File: src/rtl/peri_irq_ctrl.sv
// Peripheral interrupt controller.
// Level-sensitive sources latch into sticky pending flops. A claim hands the
// lowest-indexed enabled pending source to software and moves it to
// in-service. A completion releases it so that a still-high source can
// re-pend.
// Source IDs are 1-based. ID 0 means "no source".

module peri_irq_ctrl #(
  parameter int NumSrc = 46,
  parameter int IdW    = $clog2(NumSrc + 1)
) (
  input  logic              clk_i,
  input  logic              rst_ni,
  input  logic [NumSrc-1:0] intr_src_i,
  input  logic [NumSrc-1:0] intr_en_i,
  input  logic              claim_i,
  output logic              claim_valid_o,
  output logic [IdW-1:0]    claim_id_o,
  input  logic              complete_i,
  input  logic [IdW-1:0]    complete_id_i,
  output logic              irq_o,
  output logic [NumSrc-1:0] pending_o
);

  logic [NumSrc-1:0] pending_q;
  logic [NumSrc-1:0] pending_d;
  logic [NumSrc-1:0] in_service_q;
  logic [NumSrc-1:0] in_service_d;
  logic [NumSrc-1:0] eligible;
  logic [NumSrc-1:0] set_mask;
  logic [NumSrc-1:0] claim_mask;
  logic [NumSrc-1:0] complete_mask;
  logic [NumSrc-1:0] win_onehot;
  logic              win_valid;
  logic [IdW-1:0]    win_id;

  // Only enabled sources compete. The enable never blocks latching.
  assign eligible = pending_q & intr_en_i;

  // A source may only latch when it is neither pending nor being serviced.
  // A source that stays high therefore re-pends one edge after completion.
  assign set_mask = intr_src_i & ~pending_q & ~in_service_q;

  // Fixed-priority arbiter: the lowest index wins.
  always_comb begin
    win_valid  = 1'b0;
    win_id     = '0;
    win_onehot = '0;
    for (int i = 0; i < NumSrc; i++) begin
      if (eligible[i] && !win_valid) begin
        win_valid     = 1'b1;
        win_id        = IdW'(i + 1);
        win_onehot[i] = 1'b1;
      end
    end
  end

  // The claimed source must be the current winner. An empty claim touches nothing.
  assign claim_mask = claim_i ? win_onehot : '0;

  // Decode the completion ID. ID 0, out-of-range IDs and sources that are
  // not in service produce no bit.
  always_comb begin
    complete_mask = '0;
    for (int i = 0; i < NumSrc; i++) begin
      complete_mask[i] = complete_i && (complete_id_i == IdW'(i + 1)) && in_service_q[i];
    end
  end

  // A winner is always pending already, so it never collides with its own
  // set bit. Pending and in-service stay mutually exclusive per source.
  // This lets a claim and a completion in the same cycle apply independently.
  assign pending_d    = (pending_q | set_mask) & ~claim_mask;
  assign in_service_d = (in_service_q | claim_mask) & ~complete_mask;

  // Pending and in-service state registers.
  always_ff @(posedge clk_i or negedge rst_ni) begin
    if (!rst_ni) begin
      pending_q    <= '0;
      in_service_q <= '0;
    end else begin
      pending_q    <= pending_d;
      in_service_q <= in_service_d;
    end
  end

  // irq_o is registered from the current eligible set, so it trails pending by one edge.
  always_ff @(posedge clk_i or negedge rst_ni) begin
    if (!rst_ni) begin
      irq_o <= 1'b0;
    end else begin
      irq_o <= |eligible;
    end
  end

  // Claim response: the valid flag pulses once per claim. The ID holds until the next claim.
  always_ff @(posedge clk_i or negedge rst_ni) begin
    if (!rst_ni) begin
      claim_valid_o <= 1'b0;
      claim_id_o    <= '0;
    end else begin
      claim_valid_o <= claim_i;
      if (claim_i) begin
        claim_id_o <= win_valid ? win_id : '0;
      end
    end
  end

  assign pending_o = pending_q;

endmodule

File: config.mk
export PLATFORM = sky130hd
export DESIGN_NAME = peri_irq_ctrl
export DESIGN_NICKNAME = d
export VERILOG_FILES = /design/src/rtl/peri_irq_ctrl.sv
export SDC_FILE = /design/constraint.sdc
export NUM_CORES = 1
export LEC_CHECK = 0
export CELL_PAD_IN_SITES_DETAIL_PLACEMENT = 1
export CELL_PAD_IN_SITES_GLOBAL_PLACEMENT = 1
export CORE_MARGIN = 8
export CORE_UTILIZATION = 35
export CTS_CLUSTER_SIZE = 14
export DETAILED_ROUTE_END_ITERATION = 6
export PLACE_DENSITY_LB_ADDON = 0.12
export SLEW_MARGIN = 25
export SYNTH_ARGS = -nofsm -noshare
export SYNTH_HDL_FRONTEND = slang
export SYNTH_SLANG_ARGS = --single-unit
export TNS_END_PERCENT = 1
File: constraint.sdc
create_clock -name clk_i -period 2.7 [get_ports clk_i]
set_clock_uncertainty 0.05 [all_clocks]
set_input_delay 0.54 -clock clk_i [delete_from_list [all_inputs] [get_ports clk_i]]
set_output_delay 0.54 -clock clk_i [all_outputs]
set_load 0.005 [all_outputs]
==> Word level (Yosys, flattened, before mapping) <==
Index checks and enable logic that the tools add are counted.
W data, S select, Z words.
{ "word_totals": {"ff_bits": 100, "in_bits": 102, "output_inout_bits": 54, "word_cells": 384} }
{ "op_classes": {"eq_ne": 46, "n_mux": 139, "bitwise_logic": 11, "reduce_logical": 183} }
{ "ops": {"columns": ["op", "n"], "rows": [
  ["$mux W6", 45],
  ["$and A46 B46 Y46", 5],
  ["$not A46 Y46", 4],
  ["$logic_and A1 B1 Y1", 137],
  ["$eq A6 B5 Y1 const B", 16],
  ["$mux W1", 92],
  ["$or A46 B46 Y46", 2],
  ["$eq A6 B6 Y1 const B", 15],
  ["$eq A6 B4 Y1 const B", 8],
  ["$mux W46", 1],
  ["$reduce_or A46 Y1", 1],
  ["$logic_not A1 Y1", 45],
  ["$eq A6 B3 Y1 const B", 4],
  ["$eq A6 B2 Y1 const B", 2],
  ["$eq A6 B1 Y1 const B", 1],
  ["$mux W2", 1]
]} }

==> Depth between registers and ports, before layout <==
Gate-level depths: netlist of the first run.
{ "depth": {"depth_word": 140, "depth_mapped": 8, "ltp_nobuf": 7} }

==> Least setup slack after synthesis of the first run <==
OpenSTA, ideal clock, no wires.
{ "synth_path": {"path_type": "input-to-reg", "start": "input port intr_en_i[34]", "end": "register claim_id_o[2]", "setup_ns": 0.083, "t_arrival_ns": 2.474, "required_time_ns": 2.567, "path_slack_ns": 0.094, "stages": 6, "path_buffers": 0, "cell_sequence": "a222oi_1 -> nand4_2 -> or4_1 -> or4_4 -> a21boi_0 -> o21ai_0"} }
{ "synth_between": {"elab_chain_cells": 37, "elab_cells_between_ends": 49, "classes_between": "25 x mux; 1 x bitwise; 23 x reduce/logical"} }
{ "synth_rtl": {"columns": ["element", "line_no", "rtl"], "rows": [
  ["start: declaration", "15", "input logic [NumSrc-1:0] intr_en_i,"],
  ["$and A46 B46 Y46 (*)", "38", "assign eligible = pending_q & intr_en_i;"],
  ["$logic_and A1 B1 Y1 (*)", "50", "if (eligible[i] && !win_valid) begin"],
  ["$mux W1", "50", null],
  ["$logic_not A1 Y1", "50", null],
  ["$logic_and A1 B1 Y1", "50", null],
  ["$mux W1", "50", null],
  ["$logic_not A1 Y1", "50", null],
  ["$logic_and A1 B1 Y1", "50", null],
  ["[... 21 more ...]", null, null],
  ["$mux W1", "50", null],
  ["$logic_not A1 Y1", "50", null],
  ["$logic_and A1 B1 Y1", "50", null],
  ["$mux W1", "50", null],
  ["$logic_not A1 Y1", "50", null],
  ["$logic_and A1 B1 Y1", "50", null],
  ["$mux W6 / $mux W1 (equally long branches)", "50", null],
  ["$mux W6 (*)", "104", "claim_id_o <= win_valid ? win_id : '0;"],
  ["end signal: assignment", "104", null],
  ["end: declaration", "18", "output logic [IdW-1:0] claim_id_o,"]
]} }
Mark *: on every way between the ends. The rest lies on a longest branch, timed or not.
A chain may end at the register's enable or synchronous reset.

==> Worst setup path in the final report of the first run <==
{ "layout_path": {"start": "input port intr_en_i[5]", "end": "register in_service_q[42]"} }
{ "layout_between": {"elab_chain_cells": 117} }
{ "layout_rtl": {"columns": ["element", "line_no", "rtl"], "rows": [
  ["$and A46 B46 Y46 (*)", "38", null],
  ["$logic_and A1 B1 Y1 (*)", "50", null],
  ["$mux W1 (*)", "50", null],
  ["$logic_not A1 Y1", "50", null],
  ["$logic_and A1 B1 Y1", "50", null],
  ["$mux W1 (*)", "50", null],
  ["$logic_not A1 Y1", "50", null],
  ["$logic_and A1 B1 Y1", "50", null],
  ["[... 102 more ...]", null, null],
  ["$mux W1 (*)", "50", null],
  ["$logic_not A1 Y1 (*)", "50", null],
  ["$logic_and A1 B1 Y1 (*)", "50", null],
  ["$mux W1 (*)", "50", null],
  ["$mux W46 (*)", "59", "assign claim_mask = claim_i ? win_onehot : '0;"],
  ["$or A46 B46 Y46 (*)", "74", "assign in_service_d = (in_service_q | claim_mask) & ~complete_mask;"],
  ["$and A46 B46 Y46 (*)", "74", null],
  ["net in_service_d[42]", "28", "logic [NumSrc-1:0] in_service_d;"],
  ["end signal: assignment", "83", "in_service_q <= in_service_d;"],
  ["end: declaration", "27", "logic [NumSrc-1:0] in_service_q;"]
]} }
The timed path passes the listed nets; every way through them passes the cells marked *.

==> run summary, run 1 <==
Critical Path Source Type - primary input
fin crit period - 2.69 ns
Distinct cells, synth - 48
DRC - 0
H-tree Lvls - 3
CP required - 2.92 ns
GRT Total Usage - 23.9%
fmax - 0.372 GHz
global-route wire length before repair - 33900 µm
# clock sinks - 100
class of the worst hold path - primary input to async pin
initial antenna violation count - 2
buffers added on ports - 155
largest net degree at the start of global routing - 101
WS Path Type - primary input to register
max-cap viol count - 0
CP Launch Point - intr_en_i[5]
status - finished clean
Switch Pwr - 1.17 mW
PD cells - 511 mW/mm²
Int Power - 2.87 mW
# IOs - 156
slew at the pin closest to its max-slew limit - 0.642 ns
met3 WL - 1520 µm
total power - 4.04 mW
setup TNS - 0 ns
share of cells above drive strength 1 - 15.6%
number of global-route vias before repair - 6158
final instance area - 0.00791 mm²
unrepaired setup endpoints after global routing - yes
GP Congestion - 0.871
CTS max path bufs - 2
clock share of power - 32.1%
#FFs+latches synth - 100
Vias - 5619
Hold Fails Final Rpt - 0
Vias per Instance - 5.68
total die area - 0.0185 mm²
Starting DRT DRC Count - 401
total grt overflow - 0
fin worst setup slack - 0.0123 ns
max-slew violation count - 0
WL final - 22400 µm
number of synthesized flops with an enable pin - 0
Place WS - -0.478 ns
sequential area share after synthesis - 49.6%
Final ANT Viol Nets - 0
crit end category - register
Tcrit/Tclk final - 99.5%
Reg2Reg Launch Point - pending_o[23]
worst hold slack - 0.171 ns
fin nets - 904
WL/cell - 22.6 µm
Sw Ratio - 28.9%
Chip Height - 136 µm
relative slew slack - 57.1%
Final setup viols - 0
1st-pass router iterations - 5
Die Wd - 136 µm
Mean Syn Cell Area - 9.04 µm²
critical path peak fanout - 4
FILL cells - 1689
Starting Density - 35.3%
cts bufs inserted - 9
clk slew on worst S/H paths - 0.06 ns
Max Used Layer - met5
yosys warns - 0
CTS tree - yes
Post-Route Utilization - 55.3%
Post-Synthesis Cells - 558
Non-Filler Instances - 990
Post-synth ARST share - 100%
Layout area overhead - 56.8%
DP Cell Count - 966
Seq pwr share - 43.8%
leak pwr - 3.21 nW
detailed placer's ending HPWL - 17200 µm
hold bufs inserted after CTS - 0
share of total power in combinational logic - 24.1%
crit path DAT - 2.91 ns
Synth Cell Area - 0.00505 mm²
Core Rows - 44
M1 WL - 8910 µm
VDD IR max - 0.342 mV
total core area - 0.0143 mm²
DP Area - 0.00740 mm²
Top FF cell, synth - dfrtp_1
antenna cell count - 0
met2 wire length - 11200 µm
Mapped Nets - 660
clk_lat worst skew - 0.35 ns
CTS root buf - clkbuf_16
[state kept, by name, summed over array words and instances, names as in the netlist]
signal	flops
pending_o	46
in_service_q	46
claim_id_o	6
irq_o	1
claim_valid_o	1
[critical path, cell delays in order]
cell and delay [ns]:
clkdlybuf4s50_1 0.45, a22oi_1 0.47, nand4_4 0.24, buf_12 0.19, nor3_4 0.22, nand3_2 0.16, nor4b_2 0.31, buf_4 0.15
nor2_1 0.03, a31oi_1 0.13
[layout make-up]
class / count / area (µm²) / area share (%)
Clock buffer: 13 / 250 / 3.16
Sequential cell: 100 / 2500 / 31.7
Inverter: 25 / 93.8 / 1.19
Tap cell: 184 / 230 / 2.91
Multi-Input combinational cell: 425 / 2540 / 32.1
Clock inverter: 2 / 35.0 / 0.443
Timing Repair Buffer: 241 / 2260 / 28.5
[synth_stat cells, types with 11 or more instances]
| library cell | n | area, µm² |
|---|---|---|
| o31ai_1 | 11 | 82.6 |
| nor2b_1 | 32 | 200 |
| nor2_1 | 47 | 176 |
| dfrtp_1 | 100 | 2500 |
| o21ai_0 | 43 | 215 |
| nand3_1 | 22 | 110 |
| nand2_1 | 72 | 270 |
| nand4_1 | 15 | 93.8 |
| a21oi_1 | 41 | 205 |
| a22oi_1 | 11 | 82.6 |
| a31oi_1 | 28 | 175 |
| nor3_1 | 13 | 65.1 |
| inv_1 | 25 | 93.8 |
[kinds of logic (layout without fill, tap and decap cells)]
kind of cell	after synthesis	in the layout	share of synthesized area, %
buffers and inverters	33	281	2.48
AOI/OAI and AO/OA	193	193	25.0
DFF	100	100	49.6
and+or+nand+nor	232	232	22.9
[layer usage]
layer / GRT usage, % / vias up
li1: - / 2572
met1: 27.9 / 2819
met2: 40.7 / 175
met3: 7.21 / 49
met4: 8.72 / 4
met5: 0 / -
[final timing paths]
check | to | slack, ns | depth (start not counted)
worst max register to register | claim_id_o[5] | 0.06 | 7
max in group asynchronous | pending_o[23] | 1.92 | 2
worst min register to register | in_service_q[7] | 0.43 | 1
min in group clk_i | in_service_q[7] | 0.43 | 1
worst min-delay path | pending_o[18] | 0.17 | 2
worst max-delay path | in_service_q[42] | 0.01 | 10
[power by group through the flow]
stage | clock [mW] | combinational (mW) | sequential, mW
after CTS | 1.31 | 0.936 | 1.77
after global routing | 1.38 | 1.05 | 1.79
after detailed placement | 0 | 0.925 | 1.80
after floorplan | 0 | 0.340 | 1.76
final | 1.30 | 0.974 | 1.77
after global placement | 0 | 0.897 | 1.78
[repair_timing]
action                                  CTS  global route
pin swaps                                 5            14
buffers inserted                          2             7
resized for setup                         7            34
endpoints found under the setup margin   25            47
[layout by cell type, fill, tap and decap left out, types with 4 or more instances in the layout]
master | netlist | final
clkbuf_16 | 0 | 9
o31ai_1 | 11 | 10
nor3_1 | 13 | 10
o22a_1 | 7 | 7
o21a_1 | 9 | 9
clkdlybuf4s50_1 | 0 | 147
o32a_1 | 8 | 8
o21ai_1 | 1 | 4
o41ai_1 | 9 | 7
o21ai_0 | 43 | 40
a41oi_1 | 4 | 4
a21oi_1 | 41 | 41
nand3_1 | 22 | 19
nor2b_1 | 32 | 32
nand4_1 | 15 | 15
buf_4 | 0 | 82
a22oi_1 | 11 | 11
nor2_1 | 47 | 45
a222oi_1 | 6 | 6
and2_1 | 6 | 6
dfrtp_1 | 100 | 98
inv_1 | 25 | 25
a31oi_1 | 28 | 28
dlymetal6s2s_1 | 0 | 7
nand2_1 | 72 | 72
(Power assumes the default switching activity.)
==> run 2: changes to the inputs <==
CAP_MARGIN = 20   (was not set)
SLEW_MARGIN = not set   (was 25)
==> results of run 2 <==
The final DEF is identical to that of run 1; final timing and power are the same.
